**src/rtl/video_pkg.sv**
```systemverilog
// Shared constants and state encoding for the video frame CRC checker.
package video_pkg;

  localparam logic [31:0] CRC32_POLY   = 32'h04C1_1DB7;
  localparam logic [31:0] CRC32_INIT   = 32'hFFFF_FFFF;
  localparam logic [31:0] CRC32_XOROUT = 32'hFFFF_FFFF;

  typedef enum logic [1:0] {
    IDLE    = 2'd0,
    ARM     = 2'd1,
    CAPTURE = 2'd2,
    DONE    = 2'd3
  } state_e;

endpackage

```
**src/rtl/video_frame_crc_if.sv**
```systemverilog
// Video stream bundle: pixel-valid strobe, vertical sync and packed pixel data.
interface video_frame_crc_if #(
  parameter int DW = 24
);
  logic          vid_active;
  logic          vid_vsync;
  logic [DW-1:0] vid_dat;

  modport master (output vid_active, output vid_vsync, output vid_dat);
  modport slave  (input  vid_active, input  vid_vsync, input  vid_dat);
endinterface

```
**src/rtl/video_crc32_step.sv**
```systemverilog
// One-cycle CRC-32 advance over a DW-bit word, MSB first, unreflected.
module video_crc32_step
  import video_pkg::*;
#(
  parameter int DW = 24
) (
  input  logic [31:0]   crc_i,
  input  logic [DW-1:0] data_i,
  output logic [31:0]   crc_o
);

  logic [31:0] acc;

  always_comb begin
    acc = crc_i;
    for (int i = DW - 1; i >= 0; i--) begin
      if (acc[31] ^ data_i[i]) acc = {acc[30:0], 1'b0} ^ CRC32_POLY;
      else                     acc = {acc[30:0], 1'b0};
    end
    crc_o = acc;
  end

endmodule

```
**src/rtl/video_frame_crc.sv**
```systemverilog
// Frame signature checker: CRC-32 over active pixels plus frame counter.
// Line/frame geometry checking is compiled in with VIDEO_FRAME_CRC_GEOM_CHECK_EN.
//
// state   | meaning
// IDLE    | capture disabled, running CRC and counters cleared
// ARM     | waiting for a vsync edge to start a frame
// CAPTURE | folding active pixels into the CRC
// DONE    | result published; back to ARM, or straight to CAPTURE after a vsync-ended frame
module video_frame_crc
  import video_pkg::*;
#(
  parameter int WIDTH  = 640,
  parameter int HEIGHT = 480,
  parameter int CCW    = 8,
  parameter int NCH    = 3,
  parameter bit VS_POL = 1'b1
) (
  input  logic             clk,
  input  logic             rst,
  input  logic             clk_en_i,
  input  logic             en_i,
  video_frame_crc_if.slave vid,
  output logic [31:0]      crc_o,
  output logic             crc_vld_o,
  output logic [15:0]      frame_cnt_o,
  output logic             busy_o,
  output logic             err_line_o,
  output logic             err_frame_o
);

  localparam int          DW       = NCH * CCW;
  localparam logic [23:0] PIX_LAST = 24'(WIDTH * HEIGHT - 1);

  state_e      state_q;
  logic [31:0] crc_q, crc_step, crc_cur, crc_out_q;
  logic [23:0] pix_q;
  logic [15:0] fcnt_q;
  logic        vs_q, rearm_q, vld_q, busy_q, err_frame_q;
  logic        vs_edge, last_pix, geom_frame_bad;

  video_crc32_step #(.DW(DW)) u_step (
    .crc_i  (crc_q),
    .data_i (vid.vid_dat),
    .crc_o  (crc_step)
  );

  assign vs_edge  = (vid.vid_vsync == VS_POL) && (vs_q != VS_POL);
  assign crc_cur  = vid.vid_active ? crc_step : crc_q;
  assign last_pix = vid.vid_active && (pix_q == PIX_LAST);

`ifdef VIDEO_FRAME_CRC_GEOM_CHECK_EN
  logic [11:0] line_pix_q, line_cnt_q;
  logic        act_q, fall, err_line_q;

  assign fall           = act_q && !vid.vid_active;
  // The last line's falling edge arrives while in DONE, so fold it in here.
  assign geom_frame_bad = (line_cnt_q + {11'd0, fall}) != 12'(HEIGHT);

  always_ff @(posedge clk or posedge rst) begin
    if (rst) begin
      act_q      <= 1'b0;
      line_pix_q <= '0;
      line_cnt_q <= '0;
      err_line_q <= 1'b0;
    end else if (clk_en_i) begin
      act_q <= vid.vid_active;
      if (en_i && fall && (line_pix_q != 12'(WIDTH)) &&
          (state_q == CAPTURE || state_q == DONE))
        err_line_q <= 1'b1;
      else if (en_i && state_q == IDLE)
        err_line_q <= 1'b0;
      if (en_i && state_q == CAPTURE) begin
        if (vid.vid_active) begin
          line_pix_q <= line_pix_q + 12'd1;
        end else if (fall) begin
          line_pix_q <= '0;
          line_cnt_q <= line_cnt_q + 12'd1;
        end
      end else begin
        line_pix_q <= '0;
        line_cnt_q <= '0;
      end
    end
  end

  assign err_line_o = err_line_q;
`else
  assign geom_frame_bad = 1'b0;
  assign err_line_o     = 1'b0;
`endif

  always_ff @(posedge clk or posedge rst) begin
    if (rst) begin
      state_q     <= IDLE;
      crc_q       <= '0;
      pix_q       <= '0;
      vs_q        <= VS_POL;
      rearm_q     <= 1'b0;
      crc_out_q   <= '0;
      vld_q       <= 1'b0;
      fcnt_q      <= '0;
      busy_q      <= 1'b0;
      err_frame_q <= 1'b0;
    end else if (clk_en_i) begin
      vs_q  <= vid.vid_vsync;
      vld_q <= 1'b0;
      if (!en_i) begin
        state_q <= IDLE;
        busy_q  <= 1'b0;
        crc_q   <= '0;
        pix_q   <= '0;
        rearm_q <= 1'b0;
      end else begin
        case (state_q)
          IDLE: begin
            err_frame_q <= 1'b0;
            busy_q      <= 1'b1;
            state_q     <= ARM;
          end
          ARM: begin
            if (vs_edge) begin
              crc_q   <= CRC32_INIT;
              pix_q   <= '0;
              state_q <= CAPTURE;
            end
          end
          CAPTURE: begin
            if (vid.vid_active) begin
              crc_q <= crc_step;
              pix_q <= pix_q + 24'd1;
            end
            // Result is latched on entry to DONE so crc_vld follows the last pixel by one cycle.
            if (last_pix || vs_edge) begin
              if (!last_pix) err_frame_q <= 1'b1;
              rearm_q   <= vs_edge;
              crc_out_q <= crc_cur ^ CRC32_XOROUT;
              vld_q     <= 1'b1;
              fcnt_q    <= fcnt_q + 16'd1;
              busy_q    <= 1'b0;
              state_q   <= DONE;
            end
          end
          DONE: begin
            if (geom_frame_bad) err_frame_q <= 1'b1;
            rearm_q <= 1'b0;
            busy_q  <= 1'b1;
            if (rearm_q) begin
              crc_q   <= CRC32_INIT;
              pix_q   <= '0;
              state_q <= CAPTURE;
            end else begin
              state_q <= ARM;
            end
          end
          default: state_q <= IDLE;
        endcase
      end
    end
  end

  assign crc_o       = crc_out_q;
  assign crc_vld_o   = vld_q;
  assign frame_cnt_o = fcnt_q;
  assign busy_o      = busy_q;
  assign err_frame_o = err_frame_q;

endmodule

```
**src/flat_wrapper.sv**
```systemverilog
// flat-port wrapper written by rule: the top's interface ports become plain ports
module video_frame_crc_flat import video_pkg::*;
#(
  parameter int WIDTH  = 640,
  parameter int HEIGHT = 480,
  parameter int CCW    = 8,
  parameter int NCH    = 3,
  parameter bit VS_POL = 1'b1
)
  (clk, rst, clk_en_i, en_i, crc_o, crc_vld_o, frame_cnt_o, busy_o, err_line_o, err_frame_o, vid_vid_active, vid_vid_vsync, vid_vid_dat);
  video_frame_crc_if #(.DW(24)) vid_i ();
  input  logic clk;
  input  logic rst;
  input  logic clk_en_i;
  input  logic en_i;
  output logic [31:0] crc_o;
  output logic crc_vld_o;
  output logic [15:0] frame_cnt_o;
  output logic busy_o;
  output logic err_line_o;
  output logic err_frame_o;
  input wire logic [$bits(vid_i.vid_active)-1:0] vid_vid_active;
  input wire logic [$bits(vid_i.vid_vsync)-1:0] vid_vid_vsync;
  input wire logic [$bits(vid_i.vid_dat)-1:0] vid_vid_dat;
  assign vid_i.vid_active = vid_vid_active;
  assign vid_i.vid_vsync = vid_vid_vsync;
  assign vid_i.vid_dat = vid_vid_dat;
  video_frame_crc #(.WIDTH(WIDTH), .HEIGHT(HEIGHT), .CCW(CCW), .NCH(NCH), .VS_POL(VS_POL)) u_core (.clk(clk), .rst(rst), .clk_en_i(clk_en_i), .en_i(en_i), .vid(vid_i), .crc_o(crc_o), .crc_vld_o(crc_vld_o), .frame_cnt_o(frame_cnt_o), .busy_o(busy_o), .err_line_o(err_line_o), .err_frame_o(err_frame_o));
endmodule
```
**config.mk**
```make
export PLATFORM = sky130hd
export DESIGN_NAME = video_frame_crc_flat
export DESIGN_NICKNAME = d
export VERILOG_FILES = /design/src/rtl/video_pkg.sv /design/src/rtl/video_frame_crc_if.sv /design/src/rtl/video_crc32_step.sv /design/src/rtl/video_frame_crc.sv /design/src/flat_wrapper.sv
export SDC_FILE = /design/constraint.sdc
export NUM_CORES = 1
export LEC_CHECK = 0
export BUFFER_PORTS_ARGS = -buffer_cell sky130_fd_sc_hd__buf_2
export CAP_MARGIN = 20
export CORE_UTILIZATION = 40
export DETAILED_ROUTE_END_ITERATION = 6
export GPL_ROUTABILITY_DRIVEN = 0
export PLACE_DENSITY = 0.63
export SETUP_SLACK_MARGIN = 0.4
export SLEW_MARGIN = 20
export SYNTH_ARGS = -nofsm -noshare
export SYNTH_HDL_FRONTEND = slang
export SYNTH_HIERARCHICAL = 1
export SYNTH_SLANG_ARGS = --single-unit
```
**constraint.sdc**
```tcl
create_clock -name clk -period 5.3 [get_ports clk]
set_clock_uncertainty 0.1 [all_clocks]
set_input_delay 1.06 -clock clk [delete_from_list [all_inputs] [get_ports clk]]
set_output_delay 1.06 -clock clk [all_outputs]
set_load 0.05 [all_outputs]
```
## After elaboration in Yosys (flattened, before gate mapping)

Cells that the tools add are included.

- Input bits: 30
- Bits in registers: 111

- Equality and inequality tests: 13
- Bitwise gates (word level): 50
- $add $sub $neg: 2
- Muxes and demuxes: 51
- Reduce and logical (&&, ||, !) cells: 13

Operators by type and width:

| cell | count |
|---|---|
| $mux W27 | 24 |
| $not A14 Y14 | 24 |
| $mux W32 | 4 |
| $mux W24 | 4 |
| $pmux W32 S3 | 1 |
| $pmux W24 S3 | 1 |
| $not A32 Y32 | 1 |
| $add A24 B1 Y24 const B | 1 |
| $eq A24 B19 Y1 const B | 1 |
| $xor A1 B1 Y1 | 24 |
| $add A16 B1 Y16 const B | 1 |
| $ne A3 B2 Y1 const B | 4 |
| $reduce_and A5 Y1 | 2 |
| $mux W1 | 9 |
| $reduce_and A3 Y1 | 3 |
| $mux W2 | 4 |
| $pmux W2 S4 | 1 |
| $reduce_and A4 Y1 | 2 |
| $pmux W1 S2 | 3 |
| $eq A2 B2 Y1 const B | 2 |
| $ne A4 B1 Y1 const B | 1 |
| $ne A3 B1 Y1 const B | 1 |
| $ne A3 B3 Y1 const B | 1 |
| $eq A2 B1 Y1 const B | 1 |
| other kinds (8) | 9 |

## Depth between registers and ports, before layout

Gate-level depths: netlist of run 1.

- Depth after elaboration: 51
- Gate-level depth with buffers: 10
- Gate-level depth less buffers: 9

## Modules after synthesis

Netlist of run 1, hierarchy kept.

Modules (own cells, without submodules):

| module | area each (µm²) | cells an instance | instances |
|---|---|---|---|
| video_frame_crc | 5680.4 | 537 | 1 |
| video_crc32_step | 2449.8 | 207 | 1 |

## Worst setup path before layout of run 1

No wires, ideal clock.

- Path type: input to register
- From: input vid_vid_dat[14]
- To: register u_core.crc_out_q[7], in the netlist u_core/crc_o[7]
- Slack: 1242 ps
- Library setup time: 83 ps
- Path buffers: 0
- Arrival time: 3875 ps
- Cell stages on the path: 9
- Data required time: 5117 ps
- Cells stage by stage: xnor2_2 > xnor3_2 > xnor2_4 > xnor3_2 > xnor2_2 > xnor2_1 > xnor3_1 > mux2_2 > o21ai_0

- Cells in the longest elaborated chain, start to end: 18
- Elaborated cells on any way between the ends: 21
- Those cells by class: mux (12); bitwise (9)

RTL lines:

| element | line | source |
|---|---|---|
| from (decl) | flat_wrapper.sv:24 | `input wire logic [$bits(vid_i.vid_dat)-1:0] vid_vid_dat;` |
| $xor A1 B1 Y1 (*) | video_crc32_step.sv:17 | `if (acc[31] ^ data_i[i]) acc = {acc[30:0], 1'b0} ^ CRC32_POLY;` |
| $mux W27 (*) | video_crc32_step.sv:17 |  |
| $mux W27 (2 in series) | video_crc32_step.sv:17 |  |
| $not A14 Y14 (no source line) | - |  |
| $mux W27 | video_crc32_step.sv:17 |  |
| $xor A1 B1 Y1 | video_crc32_step.sv:17 |  |
| $mux W27 (2 in series) | video_crc32_step.sv:17 |  |
| $not A14 Y14 (no source line) | - |  |
| $mux W27 | video_crc32_step.sv:17 |  |
| $not A14 Y14 (no source line) | - |  |
| $mux W27 (*) (2 in series) | video_crc32_step.sv:17 |  |
| $not A14 Y14 (no source line) | - |  |
| $mux W27 (*) | video_crc32_step.sv:17 |  |
| via u_core.crc_step[7] | video_frame_crc.sv:35 | `logic [31:0] crc_q, crc_step, crc_cur, crc_out_q;` |
| $mux W32 (*) | - |  |
| $not A32 Y32 (no source line) (*) | - |  |
| to (signal assigned) | video_frame_crc.sv:136 | `crc_out_q <= crc_cur ^ CRC32_XOROUT;` |
| to (decl) | video_frame_crc.sv:35 |  |

Mark *: on every way through the listed nets, which the timed path passes. The rest lies on a longest branch.
A chain may end at the register's enable or synchronous reset.

## Worst setup path after layout of run 1

- From: input vid_vid_dat[21]
- To: register u_core.crc_out_q[13], in the netlist u_core/crc_o[13]

- Cells in the longest elaborated chain, start to end: 30
- Elaborated cells on any way between the ends: 50
- Those cells by class: mux (23); bitwise (27)

RTL lines:

| element | line |
|---|---|
| $xor A1 B1 Y1 (*) | video_crc32_step.sv:17 |
| $mux W27 (*) | video_crc32_step.sv:17 |
| $mux W27 or $not A14 Y14 (tied branches) | - |
| $mux W27 | video_crc32_step.sv:17 |
| $not A14 Y14 (no source line) or $mux W27 (tied branches) | - |
| $mux W27 | video_crc32_step.sv:17 |
| $xor A1 B1 Y1 or $not A14 Y14 (tied branches) | - |
| $mux W27 | video_crc32_step.sv:17 |
| [... 14 more ...] | - |
| $mux W27 | video_crc32_step.sv:17 |
| $not A14 Y14 (no source line) | - |
| $mux W27 | video_crc32_step.sv:17 |
| $not A14 Y14 (no source line) | - |
| $mux W27 (*) (2 in series) | video_crc32_step.sv:17 |
| via u_core.crc_step[13] | video_frame_crc.sv:35 |
| $mux W32 (*) | - |
| $not A32 Y32 (no source line) (*) | - |

Marked as above.

==> metrics.txt, run 1 <==
Fill cells=1842; first-pass GRT wire length=32000 microns; Antenna diodes=0; CTS buffer count=9; std cell rows=51; Post-CTS Hold Buffers=0; pre-CTS WS=0.758 ns; sequential element share of the synthesized area=34.2%; CP Cell Sequence=buf_2, xor2_1, xnor3_1, xnor3_2, xor2_1, xnor2_1, xnor3_1, mux2_2, o21ai_0; Die Y-Extent=145 microns; Post-DP Area=8760 sq um; initial core utilization=41.2%; initial antenna violation count=0; Worst EP required=5.47 ns; post-synthesis register bit count=111; CTS tree=yes; CP Class=in -> reg; Core Util, Final=45.9%; number of synthesized flops with an enable pin=0; R2R setup slack=1.39 ns; prevailing post-synth register cell=dfrtp_1; Max Clock Freq=236 MHz; Critical Path AT=4.41 ns; wire per inst=18.6 microns; Tcrit/Tclk final=80.0%; CP max-delay cell=xnor3_1; clk slew on worst S/H paths=0.07 ns; worst flop-to-flop path startpoint=u_core/crc_q[29]$_DFFE_PP0P_; Die Wd=145 microns; PortBufs=80; startpoint types=input port; First-pass DRT Iterations=5; I/O pin total=82; asr flop ratio synth=100%; post-route ant nets=0; met2 usage=30.7%; grt met1 use=29.6%; Crit. End Element=register; hold_sp=u_core/crc_o[21]$_DFFE_PP0P_; Final #Nets=845; family with the most delay on the worst path=XOR/XNOR gates; grt ovf=0; Final Max Slew Viols=0; GRT Total Usage=20.3%; CP Buf/Inv Count=1; Rel. slew slack=30.1%; Via Count=5682; H-tree Lvls=3; Unique masters post-synth=65; fin crit period=4.24 ns; vias in the first global route=5504; Mean Syn Cell Area=10.9 sq um; cells after synthesis=744; Post-Syn Nets=780; Most Crowded Layer GR=met2; final hold vios=0; clk root buf=clkbuf_16; Crit path largest cell delay=0.64 ns; Synth-to-Final Area Change=11.2%; Post-CTS Setup Bufs=0; die area=20900 sq um; initial drt markers=383; Worst Hold Class=reg -> reg; core footprint=19700 sq um; max cap viols=0; Clock Latency Late Sink=0.36 ns; final-report setup violation count=0; unrepaired setup endpoints after global routing=no; Post-CTS Resized=0; final WL=20100 microns; crit path max fanout=5; Worst Setup SP=vid_vid_dat[21]; routing usage on met3=2.78%; dpl hpwl=14600 microns; Final WS setup=1.06 ns; post-route setup TNS=0 ns; fraction of layout instances using a drive strength above 1=26.5%; largest net degree at the start of global routing=77; Via density=5.27; CTS Buffer Depth=2; status=finished, final reports clean; worst-margin pin slew=1.05 ns; fin area=9040 sq um; mapped cell area=8130 sq um; Yosys Warn Count=6; drt drc=0; CTS Sinks=111
-- logic make-up (layout without fill, tap and decap cells) --
kind of cell               after synthesis  count (layout)  share of synthesized area, %
and+or+nand+nor                        146             146                          9.30
buffers and inverters                   50             120                          3.05
adders and majority gates                6               6                         0.923
xor gates and xnor gates               222             222                          31.8
other                                    1               1                        0.0461
DFF                                    111             111                          34.2
muxes                                   33              33                          4.57
AOI/OAI and AO/OA                      175             175                          16.1
-- per-layer routing --
| layer | up-vias | wire length [microns] |
|---|---|---|
| met5 | - | 0 |
| met4 | 0 | 413 |
| met3 | 25 | 755 |
| met2 | 120 | 9070 |
| met1 | 2790 | 9860 |
| li1 | 2747 | - |
-- area by class of cell --
cell class	instances	area [sq um]	share of cell area, %
tap	265	332	3.67
timing repair buffer	90	475	5.26
sequential	111	2780	30.7
clock inverter	5	41.3	0.456
inverter	14	55.1	0.609
multi-input combinational	583	5120	56.6
clock buffer	11	243	2.68
-- metrics by stage --
| step | hold slack [ns] | cells |
|---|---|---|
| after floorplan | 0.366 | 744 |
| after global routing | 0.402 | 1079 |
| after global placement | 0.351 | 1063 |
| after CTS | 0.385 | 1079 |
| final | 0.375 | 1079 |
| after detailed placement | 0.369 | 1063 |
-- Yosys cell counts, types with 11 or more instances --
cell / number / area [sq um]
nand2_1: 55 / 206
buf_2: 12 / 60.1
nor2_1: 16 / 60.1
xor2_1: 37 / 324
nand3_1: 14 / 70.1
dfrtp_1: 110 / 2750
inv_1: 14 / 52.6
a21oi_1: 17 / 85.1
xnor2_1: 137 / 1200
mux2_2: 33 / 372
o21ai_0: 80 / 400
a2bb2oi_2: 30 / 450
xnor2_2: 11 / 179
clkbuf_1: 16 / 60.1
xnor3_2: 11 / 262
-- worst reg2reg max path: stages, from the launching register on --
cell,delay (ns)
dfrtp_1,0.48
xor2_1,0.46
xnor3_1,0.64
xnor3_2,0.54
xor2_1,0.24
xnor2_1,0.48
xnor3_1,0.44
mux2_2,0.28
o21ai_0,0.16
-- cells in the final DEF (no fill, tap or decap), drive strengths merged, types with 3 or more instances in the layout --
master	instances
a211o	3
a211oi	4
a21oi	18
a2bb2oi	31
a31oi	8
and2	6
and3	4
and4	6
buf	90
clkbuf	11
dfrtp	110
ha	6
inv	15
mux2	33
nand2	55
nand2b	3
nand3	14
nand4	10
nand4b	3
nor2	16
nor3	9
nor4	4
o21ai	90
o31ai	5
o41ai	4
or3	7
xnor2	157
xnor3	20
xor2	43
-- path summary, 6_finish.rpt --
check                                                     endpoint  cells past startpoint
worst max-delay path                  u_core/crc_o[13]$_DFFE_PP0P_                      9
worst min-delay path                  u_core/crc_o[21]$_DFFE_PP0P_                      2
worst max register to register        u_core/crc_o[13]$_DFFE_PP0P_                      8
worst min register to register        u_core/crc_o[21]$_DFFE_PP0P_                      2
max in group asynchronous             u_core/crc_q[20]$_DFFE_PP0P_                      3
min in group asynchronous       u_core/frame_cnt_o[11]$_DFFE_PP0P_                      2
-- flip-flops by register name (all words and copies together) (netlist names) --
register	cells
u_core/busy_o	1
u_core/crc_o	32
u_core/crc_q	32
u_core/crc_vld_o	1
u_core/err_frame_o	1
u_core/frame_cnt_o	16
u_core/pix_q	24
u_core/rearm_q	1
u_core/state_q	2
u_core/vs_q	1
Power of run 1 is left out: the tool's default activity adds up to more than one toggle a clock period on the data nets, which glitch-free logic cannot reach.
==> run 2: changes to the inputs <==
clock period = 4.3 ns   (was 5.3 ns; I/O delays follow)
==> run 2 against run 1 <==
  * First-iteration DRC count down 11%
  * Global-route usage grew 0.25 points
  * Core utilization up 1.1 points
  * Register-to-register slack worse by 0.64 ns
  * Clock-buffer cell count up 2
  * Routed wire length rose by 0.62%
  * Non-clock buffer count rose by 26
==> metrics.txt, run 2 (synthesis results as in run 1) <==
status=finished, final reports clean (unchanged); Via density=5.26 (was 5.27); grt met1 use=29.5% (was 29.6%); Final #Nets=871 (was 845); CP Class=in -> reg (unchanged); Final Max Slew Viols=0 (unchanged); CTS Buffer Depth=2 (unchanged); Via Count=5815 (was 5682); routing usage on met3=3.01% (was 2.78%); wire per inst=18.3 microns (was 18.6 microns); R2R setup slack=0.75 ns (was 1.39 ns); commonest non-fill, non-tap cell in the layout=xnor2_1 (unchanged); initial drt markers=340 (was 383); CP Depth=10 (was 9); CTS tree=yes (unchanged); First-pass DRT Iterations=5 (unchanged); Worst Setup SP=vid_vid_dat[14] (was vid_vid_dat[21]); startpoint types=input port (unchanged); vias in the first global route=5718 (was 5504); fraction of layout instances using a drive strength above 1=28.8% (was 26.5%); max cap viols=0 (unchanged); final-report setup violation count=0 (unchanged); Post-CTS Hold Buffers=0 (unchanged); die area=20900 sq um (unchanged); Die Wd=145 microns (unchanged); Clock Latency Late Sink=0.36 ns (about the same); Synth-to-Final Area Change=13.9% (was 11.2%); std cell rows=51 (unchanged); drt drc=0 (unchanged); largest net degree at the start of global routing=53 (was 77); Post-CTS Resized=0 (unchanged); clk root buf=clkbuf_16 (unchanged); Crit path largest cell delay=0.56 ns (was 0.64 ns); fin crit period=3.71 ns; crit path max fanout=5 (unchanged); CTS buffer count=9 (unchanged); H-tree Lvls=3 (unchanged); final WL=20200 microns (was 20100 microns); first-pass GRT wire length=32400 microns (was 32000 microns); Post-CTS Setup Bufs=0 (unchanged); Max Clock Freq=269 MHz; Die Y-Extent=145 microns (unchanged); reg2reg end=u_core/crc_o[7]$_DFFE_PP0P_ (was u_core/crc_o[13]$_DFFE_PP0P_); CP max-delay cell=xnor3_2 (was xnor3_1); Worst Hold Depth=1 (was 2); Crit. End Element=register (unchanged); post-route setup TNS=0 ns (unchanged); core footprint=19700 sq um (unchanged); Most Crowded Layer GR=met2 (unchanged); family with the most delay on the worst path=XOR/XNOR gates (unchanged); Critical Path AT=3.89 ns (was 4.41 ns); Reg2Reg Depth=9 (was 8); Antenna diodes=0 (unchanged); grt ovf=0 (unchanged); PortBufs=80 (unchanged); unrepaired setup endpoints after global routing=no (unchanged); initial antenna violation count=0 (unchanged); I/O pin total=82 (unchanged); GRT Total Usage=20.6% (was 20.3%); initial core utilization=41.2% (unchanged); Hold Path Sink=u_core/frame_cnt_o[15]$_DFFE_PP0P_ (was u_core/crc_o[21]$_DFFE_PP0P_); clk slew on worst S/H paths=0.08 ns (was 0.07 ns); CTS Sinks=111 (unchanged); CP Buf/Inv Count=1 (unchanged); CP Cell Sequence=buf_2, xnor2_2, xnor3_2, xnor2_4, xnor3_2, xnor2_2, xnor2_1, xnor3_1, mux2_2, o21ai_0 (was buf_2, xor2_1, xnor3_1, xnor3_2, xor2_1, xnor2_1, xnor3_1, mux2_2, o21ai_0); final hold vios=0 (unchanged); Fill cells=1852 (was 1842); worst-margin pin slew=1.02 ns (was 1.05 ns); Tcrit/Tclk final=86.3%; commonest cells after routing, fill and taps aside=xnor2_1, dfrtp_1, buf_2, o21ai_0, nand2_1 (unchanged); hold_sp=u_core/frame_cnt_o[15]$_DFFE_PP0P_ (was u_core/crc_o[21]$_DFFE_PP0P_); Worst Hold Class=reg -> reg (unchanged); Worst EP required=4.48 ns (was 5.47 ns); post-route ant nets=0 (unchanged); met2 usage=32.2% (was 30.7%); dpl hpwl=15100 microns (was 14600 microns); worst flop-to-flop path startpoint=u_core/crc_q[22]$_DFFE_PP0P_ (was u_core/crc_q[29]$_DFFE_PP0P_); Rel. slew slack=31.9% (was 30.1%)
-- run 2: cell count changes in the layout (fill, tap and decap cells not counted), sizes merged --
cell,before,now
buf,90,116
bufinv,0,1
clkbuf,11,13
clkinvlp,2,0
inv,15,14
-- run 2: worst register-to-register path, cell delays in order (launching register included) --
cell,delay (ns)
dfrtp_1,0.43
xnor2_2,0.44
xnor3_2,0.51
xnor2_4,0.18
xnor3_2,0.57
xnor2_2,0.19
xnor2_1,0.28
xnor3_1,0.38
mux2_2,0.28
o21ai_0,0.14
-- run 2: layer usage --
layer  part of all wire, %  vias to the layer above
li1                      -                     2790
met1                    48                     2871
met2                    47                      138
met3                   4.4                       16
met4                   1.2                        0
met5                     0                        -
-- run 2: through the flow --
stage | setup slack [ns] | instances | utilization (%) | cell area (sq um) | hold slack, ns
after floorplan | 0.411 | 744 | - | 8130 | 0.366
after detailed placement | 0.129 | 1089 | 45.4 | 8960 | 0.358
after CTS | 0.525 | 1105 | 46.9 | 9250 | 0.367
after global placement | 0.231 | 1089 | 45.4 | 8960 | 0.352
after global routing | 0.498 | 1105 | 47.0 | 9260 | 0.392
final | 0.587 | 1105 | 47.0 | 9260 | 0.364
-- run 2: worst max-delay path by stage --
stage	to	slack, ns
2_1_floorplan	u_core/busy_o$_DFFE_PP0P_	0.41
3_3_place_gp	u_core/crc_o[9]$_DFFE_PP0P_	0.23
3_5_place_dp	u_core/crc_o[9]$_DFFE_PP0P_	0.13
4_1_cts	u_core/crc_o[9]$_DFFE_PP0P_	0.53
5_1_grt	u_core/crc_q[7]$_DFFE_PP0P_	0.50
6_report	u_core/crc_o[7]$_DFFE_PP0P_	0.59
-- run 2: area by class of cell --
type / count / area [sq um] / share of cell area (%)
Tap cell: 265 / 332 / 3.58
Sequential cell: 111 / 2780 / 30.0
Clock inverter: 3 / 43.8 / 0.473
Multi-Input combinational cell: 583 / 5140 / 55.5
Timing Repair Buffer: 116 / 671 / 7.24
Inverter: 14 / 55.1 / 0.595
Clock buffer: 13 / 240 / 2.59
Power of run 2 is left out for the same reason.
